File: config.mk
export PLATFORM = sky130hd
export DESIGN_NAME = p2s_tx_arbiter_flat
export DESIGN_NICKNAME = d
export VERILOG_FILES = /design/src/rtl/p2s_tx_arbiter_if.sv /design/src/rtl/p2s_tx_arbiter.sv /design/src/flat_wrapper.sv
export SDC_FILE = /design/constraint.sdc
export NUM_CORES = 1
export LEC_CHECK = 0
export CORE_UTILIZATION = 47
export CTS_CLUSTER_DIAMETER = 50
export DETAILED_ROUTE_END_ITERATION = 10
export MAX_ROUTING_LAYER = met4
export PLACE_DENSITY_LB_ADDON = 0.25
export SLEW_MARGIN = 15
export SYNTH_ARGS = -nofsm -noshare
export SYNTH_HDL_FRONTEND = slang
export SYNTH_SLANG_ARGS = --single-unit
File: constraint.sdc
create_clock -name clk -period 1.4 [get_ports clk]
set_input_delay 0.28 -clock clk [delete_from_list [all_inputs] [get_ports clk]]
set_output_delay 0.28 -clock clk [all_outputs]
set_load 0.03 [all_outputs]
File: src/rtl/p2s_tx_arbiter_if.sv
// Request/grant and serial-link bundle for the arbitrated serial transmitter.
// The requesters (master side) drive requests and words; the transmitter
// (slave side) returns grants and the serial frame.
interface p2s_tx_arbiter_if #(
  parameter int DATA_W = 4
);
  logic              req0;
  logic [DATA_W-1:0] data0;
  logic              req1;
  logic [DATA_W-1:0] data1;
  logic              gnt0;
  logic              gnt1;
  logic              ser_out;
  logic              ser_valid;
  logic              frame_sel;
  logic              done;
  logic              busy;

  modport master (
    output req0, data0, req1, data1,
    input  gnt0, gnt1, ser_out, ser_valid, frame_sel, done, busy
  );

  modport slave (
    input  req0, data0, req1, data1,
    output gnt0, gnt1, ser_out, ser_valid, frame_sel, done, busy
  );
endinterface

File: src/rtl/p2s_tx_arbiter.sv
// Arbitrated serial transmitter: two requesters share one parallel-to-serial
// shifter. Round-robin grant, LSB-first data bits, then one even-parity bit.
// Every output is a flop fed from the next-state logic, so the first data bit
// and the grant pulse appear in the cycle right after the accept edge.
module p2s_tx_arbiter #(
  parameter int DATA_W = 4
) (
  input  logic             clk,
  input  logic             rst_n,
  p2s_tx_arbiter_if.slave  bus
);

  localparam int CNT_W = $clog2(DATA_W);

  typedef enum logic [1:0] {
    IDLE   = 2'd0,
    SHIFT  = 2'd1,
    PARITY = 2'd2
  } state_t;

  state_t            state_reg, state_next;
  logic [DATA_W-1:0] shreg_reg, shreg_next;
  logic [CNT_W-1:0]  cnt_reg, cnt_next;
  logic              parity_reg, parity_next;
  logic              last_served_reg, last_served_next;
  logic              frame_sel_reg, frame_sel_next;
  logic              gnt0_reg, gnt0_next;
  logic              gnt1_reg, gnt1_next;
  logic              ser_out_reg, ser_out_next;
  logic              ser_valid_reg, ser_valid_next;
  logic              done_reg, done_next;
  logic              busy_reg, busy_next;

  logic              any_req;
  logic              sel;
  logic [DATA_W-1:0] sel_word;

  // Round-robin pick: a lone requester wins; on a tie the one not served last wins.
  always_comb begin
    any_req = bus.req0 | bus.req1;
    if (bus.req0 && bus.req1) begin
      sel = ~last_served_reg;
    end else begin
      sel = bus.req1;
    end
    sel_word = sel ? bus.data1 : bus.data0;
  end

  // Frame sequencing and the next value of every registered output.
  always_comb begin
    state_next       = state_reg;
    shreg_next       = shreg_reg;
    cnt_next         = cnt_reg;
    parity_next      = parity_reg;
    last_served_next = last_served_reg;
    frame_sel_next   = frame_sel_reg;
    gnt0_next        = 1'b0;
    gnt1_next        = 1'b0;

    case (state_reg)
      IDLE: begin
        if (any_req) begin
          state_next       = SHIFT;
          shreg_next       = sel_word;
          parity_next      = ^sel_word;
          frame_sel_next   = sel;
          last_served_next = sel;
          gnt0_next        = ~sel;
          gnt1_next        = sel;
          cnt_next         = '0;
        end
      end
      SHIFT: begin
        shreg_next = shreg_reg >> 1;
        cnt_next   = cnt_reg + CNT_W'(1);
        if (cnt_reg == CNT_W'(DATA_W - 1)) begin
          state_next = PARITY;
        end
      end
      PARITY: begin
        state_next = IDLE;
      end
      default: begin
        state_next = IDLE;
      end
    endcase

    // Outputs reflect the state being entered, so they line up with it after the edge.
    ser_valid_next = (state_next != IDLE);
    busy_next      = (state_next != IDLE);
    done_next      = (state_next == PARITY);
    if (state_next == SHIFT) begin
      ser_out_next = shreg_next[0];
    end else if (state_next == PARITY) begin
      ser_out_next = parity_next;
    end else begin
      ser_out_next = 1'b0;
    end
  end

  // State and output registers; reset aborts any frame in flight at once.
  always_ff @(posedge clk or negedge rst_n) begin
    if (!rst_n) begin
      state_reg       <= IDLE;
      shreg_reg       <= '0;
      cnt_reg         <= '0;
      parity_reg      <= 1'b0;
      last_served_reg <= 1'b1;
      frame_sel_reg   <= 1'b0;
      gnt0_reg        <= 1'b0;
      gnt1_reg        <= 1'b0;
      ser_out_reg     <= 1'b0;
      ser_valid_reg   <= 1'b0;
      done_reg        <= 1'b0;
      busy_reg        <= 1'b0;
    end else begin
      state_reg       <= state_next;
      shreg_reg       <= shreg_next;
      cnt_reg         <= cnt_next;
      parity_reg      <= parity_next;
      last_served_reg <= last_served_next;
      frame_sel_reg   <= frame_sel_next;
      gnt0_reg        <= gnt0_next;
      gnt1_reg        <= gnt1_next;
      ser_out_reg     <= ser_out_next;
      ser_valid_reg   <= ser_valid_next;
      done_reg        <= done_next;
      busy_reg        <= busy_next;
    end
  end

  assign bus.gnt0      = gnt0_reg;
  assign bus.gnt1      = gnt1_reg;
  assign bus.ser_out   = ser_out_reg;
  assign bus.ser_valid = ser_valid_reg;
  assign bus.frame_sel = frame_sel_reg;
  assign bus.done      = done_reg;
  assign bus.busy      = busy_reg;

endmodule

File: src/flat_wrapper.sv
// flat-port wrapper written by rule: the top's interface ports become plain ports
module p2s_tx_arbiter_flat 
#(
  parameter int DATA_W = 4
)
  (clk, rst_n, bus_req0, bus_data0, bus_req1, bus_data1, bus_gnt0, bus_gnt1, bus_ser_out, bus_ser_valid, bus_frame_sel, bus_done, bus_busy);
  p2s_tx_arbiter_if #(.DATA_W(DATA_W)) bus_i ();
  input  logic clk;
  input  logic rst_n;
  input wire logic [$bits(bus_i.req0)-1:0] bus_req0;
  input wire logic [$bits(bus_i.data0)-1:0] bus_data0;
  input wire logic [$bits(bus_i.req1)-1:0] bus_req1;
  input wire logic [$bits(bus_i.data1)-1:0] bus_data1;
  output wire logic [$bits(bus_i.gnt0)-1:0] bus_gnt0;
  output wire logic [$bits(bus_i.gnt1)-1:0] bus_gnt1;
  output wire logic [$bits(bus_i.ser_out)-1:0] bus_ser_out;
  output wire logic [$bits(bus_i.ser_valid)-1:0] bus_ser_valid;
  output wire logic [$bits(bus_i.frame_sel)-1:0] bus_frame_sel;
  output wire logic [$bits(bus_i.done)-1:0] bus_done;
  output wire logic [$bits(bus_i.busy)-1:0] bus_busy;
  assign bus_i.req0 = bus_req0;
  assign bus_i.data0 = bus_data0;
  assign bus_i.req1 = bus_req1;
  assign bus_i.data1 = bus_data1;
  assign bus_gnt0 = bus_i.gnt0;
  assign bus_gnt1 = bus_i.gnt1;
  assign bus_ser_out = bus_i.ser_out;
  assign bus_ser_valid = bus_i.ser_valid;
  assign bus_frame_sel = bus_i.frame_sel;
  assign bus_done = bus_i.done;
  assign bus_busy = bus_i.busy;
  p2s_tx_arbiter #(.DATA_W(DATA_W)) u_core (.clk(clk), .rst_n(rst_n), .bus(bus_i));
endmodule
**Word-level counts from Yosys, hierarchy flattened**

Index checks and enable logic that the tools add are counted.

- Equality and inequality tests: 5
- Mux-type cells: 17
- Bitwise gates (word level): 3
- Reduce and logical (&&, ||, !) cells: 7
- Add/sub/neg operators: 1

Operators with widths:

| kind | count |
|---|---|
| two-way mux 1 bit | 9 |
| two-way mux 4 bit | 2 |
| case mux 2 bit (2 select lines) | 2 |
| case mux 4 bit (2 select lines) | 1 |
| two-way mux 2 bit | 3 |
| == test 2 x 1 -> 1 bit (second input constant) | 2 |
| == test 2 bit (second input constant) | 2 |
| AND reduction 2 bit | 2 |
| nonzero test 2 bit | 2 |
| XOR reduction 4 bit | 1 |
| adder 2 x 1 -> 2 bit (second input constant) | 1 |
| logical NOT 2 bit | 1 |
| != test 2 x 1 -> 1 bit (second input constant) | 1 |
| inverter 1 bit | 2 |
| logical AND 1 bit | 1 |
| bitwise OR 1 bit | 1 |

- Input port bits: 12
- Register bits after elaboration: 16
- Output and inout bits: 7
- Word-level logic and storage cells: 45

**Depth between registers and ports, before layout**

Gate-level depths: netlist of run 1.

- Word-level depth: 8
- Mapped depth: 5
- Mapped depth without buffers: 4

**Least setup slack after synthesis of run 1**

Ideal clock, no wire load.

- Kind: reg-to-reg
- Start point: register u_core.last_served_reg
- End point: register u_core.shreg_reg[0]
- Clock period less this slack: 1,258 ps
- Setup time: 126 ps
- Data arrival time: 1,132 ps
- Setup slack: 142 ps
- Path buffers: 0
- Stages on the path, launching flop included: 5
- Required time: 1,274 ps
- Cells stage by stage: dfstp_2 > nor2b_1 > o32ai_2 > a21oi_2 > a221o_1

- Cells in the longest elaborated chain, start to end: 5

RTL lines:

| item | line | RTL |
|---|---|---|
| start: declaration | p2s_tx_arbiter.sv:25 | `logic last_served_reg, last_served_next;` |
| start signal: assignment | p2s_tx_arbiter.sv:121 | `last_served_reg <= last_served_next;` |
| inverter 1 bit | p2s_tx_arbiter.sv:42 | `sel = ~last_served_reg;` |
| two-way mux 1 bit | p2s_tx_arbiter.sv:41 | `if (bus.req0 && bus.req1) begin` |
| two-way mux 4 bit | p2s_tx_arbiter.sv:46 | `sel_word = sel ? bus.data1 : bus.data0;` |
| two-way mux 4 bit | p2s_tx_arbiter.sv:62 | `if (any_req) begin` |
| case mux 4 bit (2 select lines) | p2s_tx_arbiter.sv:60 | `case (state_reg)` |
| named net u_core.shreg_next[0] | p2s_tx_arbiter.sv:22 | `logic [DATA_W-1:0] shreg_reg, shreg_next;` |
| end signal: assignment | p2s_tx_arbiter.sv:118 | `shreg_reg <= shreg_next;` |
| end: declaration | p2s_tx_arbiter.sv:22 |  |

The timed path passes the listed nets, and every way through them passes these cells. The select of a mux whose other input is x is not followed.
A chain may end at the register's enable or synchronous reset.

**Worst setup path in the final report of run 1**

Same ends and word-level chain as after synthesis.

==> metrics.md, run 1 <==
| Metric | Value |
|---|---|
| Routed len/inst | `about 13 um` |
| Switching Share | `0.391` |
| Worst-Margin Slew | `0.309 ns` |
| RSZ-0062 raised after global routing | `true` |
| Buf+Inv Stages, Crit Path | `0` |
| Hold Path Class | `input pin to async pin` |
| Average size of a mapped cell | `approximately 11 sq um` |
| CTS tree | `yes` |
| Layout area overhead | `36.3%` |
| Share of post-route cells with drive strength above 1 | `0.242` |
| Reg power frac | `0.377` |
| Vias in the first global route | `approximately 580` |
| Setup TNS | `0 ns` |
| Hpwl dp | `between 1 and 1.5 mm` |
| Leak | `about 0.49 nW` |
| Antenna Cells | `0` |
| Final setup viols | `0` |
| Tmin final | `between 1 and 1.5 ns` |
| GRT overflow | `0` |
| Met2 wire length | `759 um` |
| GRT Overall Usage | `0.195` |
| Synth Cell Area | `a little under 800 sq um` |
| Die width | `42.9 um` |
| CTS Hold Bufs | `0` |
| Initial DRC Count | `7` |
| First-pass GRT wire length | `2.55 mm` |
| Worst-Skew Late Latency | `around 0.30 ns` |
| Placement Cell Area | `approximately 0.001 sq mm` |
| Final #Nets | `around 110` |
| Pin count of the biggest net entering global routing | `17` |
| H-tree lvl count | `1` |
| Clock skew | `0.0123 ns` |
| Initial antenna violation count | `0` |
| Setup Crit Path Kind | `flop to flop` |
| Arrival time at the worst endpoint | `1.56 ns` |
| Flops & latches, synth | `16` |
| Post-layout util | `0.695` |
| Main area contributors after synthesis | `dfrtp_1 48%, xnor2_1 5.6%, a221o_1 5.1%` |
| CTS clock-pin slew for the worst setup and hold paths | `0.11 ns` |
| Internal | `between 0.001 and 0.0015 W` |
| Yosys warns | `0` |
| Final instance area | `0.00107 sq mm` |
| Hold Worst Slack | `0.288 ns` |
| NetSw | `0.000853 W` |
| Max cap viols | `0` |
| Met3 routed WL | `roughly 42 um` |
| Clock Power Share | `0.147` |
| Routed Antenna Nets | `0` |
| Crit. End Element | `flop` |
| DR DRC count | `0` |
| Starting Density | `0.510` |
| Peak supply drop | `around 1.1 mV` |
| Longest Clk Path Bufs | `2` |
| M1 wire length | `725 um` |
| Top sig layer | `met4` |
| Seq/Total Area, Yosys | `0.511` |
| FMAX | `between 0.7 and 0.8 GHz` |
| Max stage delay on crit path | `approximately 0.6 ns` |
| Status | `complete, no violations` |
| Crit Path Max Fanout | `5` |
| CP cell instances | `nor2b_2 > o32ai_2 > a21oi_2 > a221o_1` |
| Core ar. | `approximately 0.0015 sq mm` |
| Row count | `14` |
| Logic pwr share | `0.476` |
| Syn_nets | `84` |
| Max reg flops | `4` |
| Top delay family on crit path | `flip-flops` |
| Max-slew headroom | `0.793` |
| Critical Path Source Type | `flop` |
| Final Cycle Share | `0.982` |
| Setup Fix Bufs, Post-CTS | `0` |
| Die Y | `roughly 43 um` |
| WP data required | `around 1.6 ns` |
| Cell taking the most area after synthesis | `dfrtp_1` |
| Synth top area share | `0.478` |
| Syn Inst Count | `a little over 70` |
| 1st-pass router iterations | `4` |
| Die area | `between 0.0015 and 0.002 sq mm` |
| Vias | `between 600 and 700` |
| Vias per std cell | `~5.3` |
| Total Power | `around 0.0022 W` |
| Port bufs | `18` |
| GPL Wtd Cong | `0.768` |
| Clk root buf | `clkbuf_4` |
| Final-report max-slew violation count | `0` |
| Netlist cell types | `31` |
| CTS Buf Count | `3` |
| Clock Sinks | `16` |
| Final hold vios | `0` |
| Total Routed Length | `between 1.5 and 2 mm` |
| I/O Pins | `19` |
| Pwr Density | `between 2000 and 2500 mW/mm^2` |
| Slowest-stage cell, CP | `dfstp_2` |
[path summary, 6_finish.rpt]
path | from | end | slack (ns) | cells after the start
min in group clk | bus_req1 | u_core.last_served_reg | 0.46 | 3
setup reg to reg | u_core.last_served_reg | u_core.shreg_reg[0] | 0.02 | 4
setup / recovery | u_core.last_served_reg | u_core.shreg_reg[0] | 0.02 | 4
hold / removal | rst_n | u_core.bus.ser_out | 0.29 | 2
hold reg to reg | u_core.bus.frame_sel | u_core.bus.frame_sel | 0.49 | 1
max in group asynchronous | rst_n | u_core.last_served_reg | 0.87 | 2
[power groups by stage]
stage	sequential [W]	clock, W	combinational (W)
global route	0.000842	0.000342	0.00114
finish	0.000823	0.000320	0.00104
floorplan	0.000923	0	0.000589
CTS	0.000811	0.000328	0.00104
detailed placement	0.000824	0	0.00108
global placement	0.000813	0	0.00106
[cell families after synthesis]
kind of cell | share of synthesized area
muxes | 0.0271
and+or+nand+nor | 0.137
buffers and inverters | 0.0398
DFF | 0.511
AOI/OAI and AO/OA | 0.202
adders and majority gates | 0.0159
xor gates and xnor gates | 0.0669
[through the flow]
step | std cells | setup WS, ns
floorplan | 71 | 0.142
global placement | 111 | -0.386
detailed placement | 111 | -0.400
CTS | 115 | 0.00340
global route | 115 | -0.00861
finish | 115 | 0.0249
[area by class of cell]
class | count | area, sq um
clock buffers | 4 | 36.3
fillers | 126 | 470
inverters | 2 | 7.51
multi-input cells | 50 | 368
flip-flops and latches | 16 | 403
well taps | 16 | 20.0
repair buffers | 27 | 236
[cell usage after synthesis]
master and count:
o32ai_2 1, nand2b_1 2, a21o_1 1, ha_1 1
a21oi_1 3, nor2b_1 2, and2_1 3, buf_2 1
inv_2 1, buf_6 1, o21ai_2 1, nand3_1 3
a221o_1 4, nor3_1 1, buf_4 1, o21ai_0 4
mux2_2 1, a21boi_2 1, nor2_1 2, nand2_1 8
xnor2_1 5, a21bo_4 1, mux2i_1 1, a21oi_2 1
a31oi_1 1, a32oi_1 1, xor2_1 1, dfstp_2 1
inv_1 1, nor2_2 1, dfrtp_1 15
[worst reg2reg max path, cell delays in order (launching register included)]
cell,delay (ns)
dfstp_2,0.61
nor2b_2,0.06
o32ai_2,0.27
a21oi_2,0.06
a221o_1,0.27
[layout by cell type (no fill, tap or decap), drive strengths merged, types with 2 or more instances in the layout]
| cell | Yosys | layout |
|---|---|---|
| clkbuf | 0 | 4 |
| nand3 | 3 | 3 |
| a221o | 4 | 4 |
| dlygate4sd2 | 0 | 9 |
| o21ai | 5 | 5 |
| and2 | 3 | 3 |
| nand2 | 8 | 8 |
| buf | 3 | 9 |
| xnor2 | 5 | 5 |
| nor2b | 2 | 2 |
| dfrtp | 15 | 15 |
| nand2b | 2 | 2 |
| clkdlybuf4s50 | 0 | 9 |
| nor2 | 3 | 3 |
| a21oi | 4 | 4 |
| inv | 2 | 2 |
[metal layers]
layer,global-route usage,vias up
met5,-,-
met2,0.312,11
li1,-,307
met1,0.242,285
met4,0.0938,0
met3,0.0255,4
[what timing repair did]
action	CTS	global route
setup endpoints to repair	11	3
resized for setup	10	3
cloned	0	0
(Power assumes the default switching activity.)
==> run 2: changes to the inputs <==
--- a/config.mk
+++ b/config.mk
@@ -5,7 +5,8 @@
 export SDC_FILE = /design/constraint.sdc
 export NUM_CORES = 1
 export LEC_CHECK = 0
-export CORE_UTILIZATION = 47
+export CORE_UTILIZATION = 50
+export CTS_BUF_LIST = sky130_fd_sc_hd__clkbuf_8
 export CTS_CLUSTER_DIAMETER = 50
 export DETAILED_ROUTE_END_ITERATION = 10
 export MAX_ROUTING_LAYER = met4
==> run 2 against run 1 <==
  * Worst hold slack gained 0.060 ns
  * Clock skew decreased by 0.012 ns
  * First-iteration DRC count rose by 43%
  * Routed wire length increased by 3.6%
  * Flip-flop and latch count did not move
  * Cell count fell by 2.6%
  * Total power up 5.5%
  * Register-to-register slack improved by 0.02 ns
==> metrics.md, run 2 (same netlist as run 1, synthesis figures left out) <==
| Metric | Value |
|---|---|
| Min setup slack post-route | `between 0.04 and 0.05 ns` |
| DR DRC count | `0` |
| Total Routed Length | `1.61 mm` |
| Clk root buf | `clkbuf_8` |
| Layout area overhead | `36.8%` |
| Reg power frac | `0.361` |
| Final std cells w/o fill | `between 100 and 150` |
| Worst-Margin Slew | `roughly 0.31 ns` |
| CTS tree | `yes` |
| Worst reg2reg startpoint | `u_core.last_served_reg` |
| DP Cell Count | `about 110` |
| H-tree lvl count | `1` |
| Port bufs | `18` |
| Clock skew | `between 0.0005 and 0.0006 ns` |
| Starting Density | `0.568` |
| Most frequent cells in the layout | `15 x dfrtp_1, 9 x clkdlybuf4s50_1, 9 x dlygate4sd2_1` |
| Share of post-route cells with drive strength above 1 | `0.227` |
| Arrival time at the worst endpoint | `~1.5 ns` |
| R2r setup slk | `approximately 0.044 ns` |
| Max reg flops | `4` |
| Die Y | `~42 um` |
| GPL Wtd Cong | `0.795` |
| Die area | `0.00173 sq mm` |
| Initial antenna violation count | `0` |
| Logic pwr share | `0.461` |
| Longest Clk Path Bufs | `2` |
| Max cap viols | `0` |
| Switching Share | `0.381` |
| Peak supply drop | `1.23 mV` |
| Vias in the first global route | `just over 600` |
| Antenna Cells | `0` |
| CTS Buf Count | `3` |
| Final #Nets | `111` |
| GRT overflow | `0` |
| 1st-pass router iterations | `4` |
| Hpwl dp | `roughly 1.2 mm` |
| Leak | `a little under 0.5 nW` |
| Internal | `0.00143 W` |
| First-pass GRT wire length | `around 2.7 mm` |
| Pwr Density | `between 2000 and 2500 mW/mm^2` |
| Critical Path Start | `u_core.last_served_reg` |
| Routed Antenna Nets | `0` |
| Initial DRC Count | `10` |
| Final Cycle Share | `0.968` |
| Fillcell total | `between 90 and 100` |
| Hold Path Class | `input pin to async pin` |
| Pre-CTS WS | `-0.339 ns` |
| Setup Crit Path Kind | `flop to flop` |
| I/O Pins | `19` |
| Row count | `13` |
| GRT Overall Usage | `0.223` |
| Critical Path Source Type | `flop` |
| CTS clock-pin slew for the worst setup and hold paths | `~0.06 ns` |
| Max-slew headroom | `0.792` |
| Vias per std cell | `about 5.4` |
| Routed len/inst | `14.4 um` |
| Pin count of the biggest net entering global routing | `17` |
| FMAX | `0.738 GHz` |
| Clock Sinks | `16` |
| Final hold vios | `0` |
| Die width | `between 40 and 50 um` |
| Final-report max-slew violation count | `0` |
| Commonest non-fill, non-tap cell in the layout | `dfrtp_1` |
| Worst-Skew Late Latency | `approximately 0.25 ns` |
| Crit. End Element | `flop` |
| Core ar. | `~0.0014 sq mm` |
| WP data required | `about 1.5 ns` |
| Vias | `just over 600` |
| Final setup viols | `0` |
| Clock Power Share | `0.178` |
| Crit Path Max Fanout | `5` |
| NetSw | `approximately 0.0009 W` |
| Status | `complete, no violations` |
| Setup Fix Bufs, Post-CTS | `0` |
| RSZ-0062 raised after global routing | `true` |
| Tmin final | `between 1 and 1.5 ns` |
| R2R cell count | `4` |
-- run 2: layout make-up --
type                    count  area [sq um]  share of cell area
repair buffers             25           221               0.206
flip-flops and latches     16           402               0.374
multi-input cells          50           370               0.345
well taps                  15          18.8              0.0175
inverters                   2          7.51             0.00698
clock buffers               4          55.1              0.0512
-- run 2: metrics by stage --
step                TNS [ns]  hold slack (ns)  power, W   util  instance area (sq um)
finish                     0            0.347   0.00230  0.777                   1070
global route         -0.0163            0.365   0.00245  0.777                   1070
CTS                        0            0.356   0.00229  0.770                   1060
detailed placement     -2.55            0.495   0.00191  0.733                   1010
global placement       -2.17            0.466   0.00188  0.733                   1010
floorplan                  0          -0.0156   0.00151      -                    786
-- run 2: path summary, 6_finish.rpt --
kind / to
worst min-delay path: u_core.parity_reg
min in group clk: u_core.bus.frame_sel
max in group asynchronous: u_core.last_served_reg
worst max register to register: u_core.shreg_reg[0]
worst min register to register: u_core.bus.frame_sel
worst max-delay path: u_core.shreg_reg[0]
-- run 2: power groups by stage --
stage | Combinational, W | Sequential [W] | Clock, W
floorplan | 0.000589 | 0.000923 | 0
global placement | 0.00106 | 0.000818 | 0
detailed placement | 0.00108 | 0.000827 | 0
CTS | 0.00105 | 0.000817 | 0.000418
global route | 0.00116 | 0.000849 | 0.000440
finish | 0.00106 | 0.000830 | 0.000410
-- run 2: critical path, stage by stage (launching register included) --
cell,delay (ns)
dfstp_2,0.59
nor2b_2,0.06
o32ai_2,0.28
a21oi_2,0.05
a221o_1,0.26
-- run 2: per-layer routing --
layer	share of wire	up-vias	wire length (um)	global-route usage
met3	0.034	7	55	0.0609
met2	0.50	16	798	0.344
li1	-	305	-	-
met4	0.029	0	46	0.148
met1	0.44	279	707	0.252
met5	0	-	0	-
-- run 2: repair_timing --
item | CTS | global route
resized for setup | 10 | 3
cloned | 0 | 0
hold buffers | 0 | 0
endpoints found under the setup margin | 12 | 4
endpoints found under the hold margin | 0 | 0
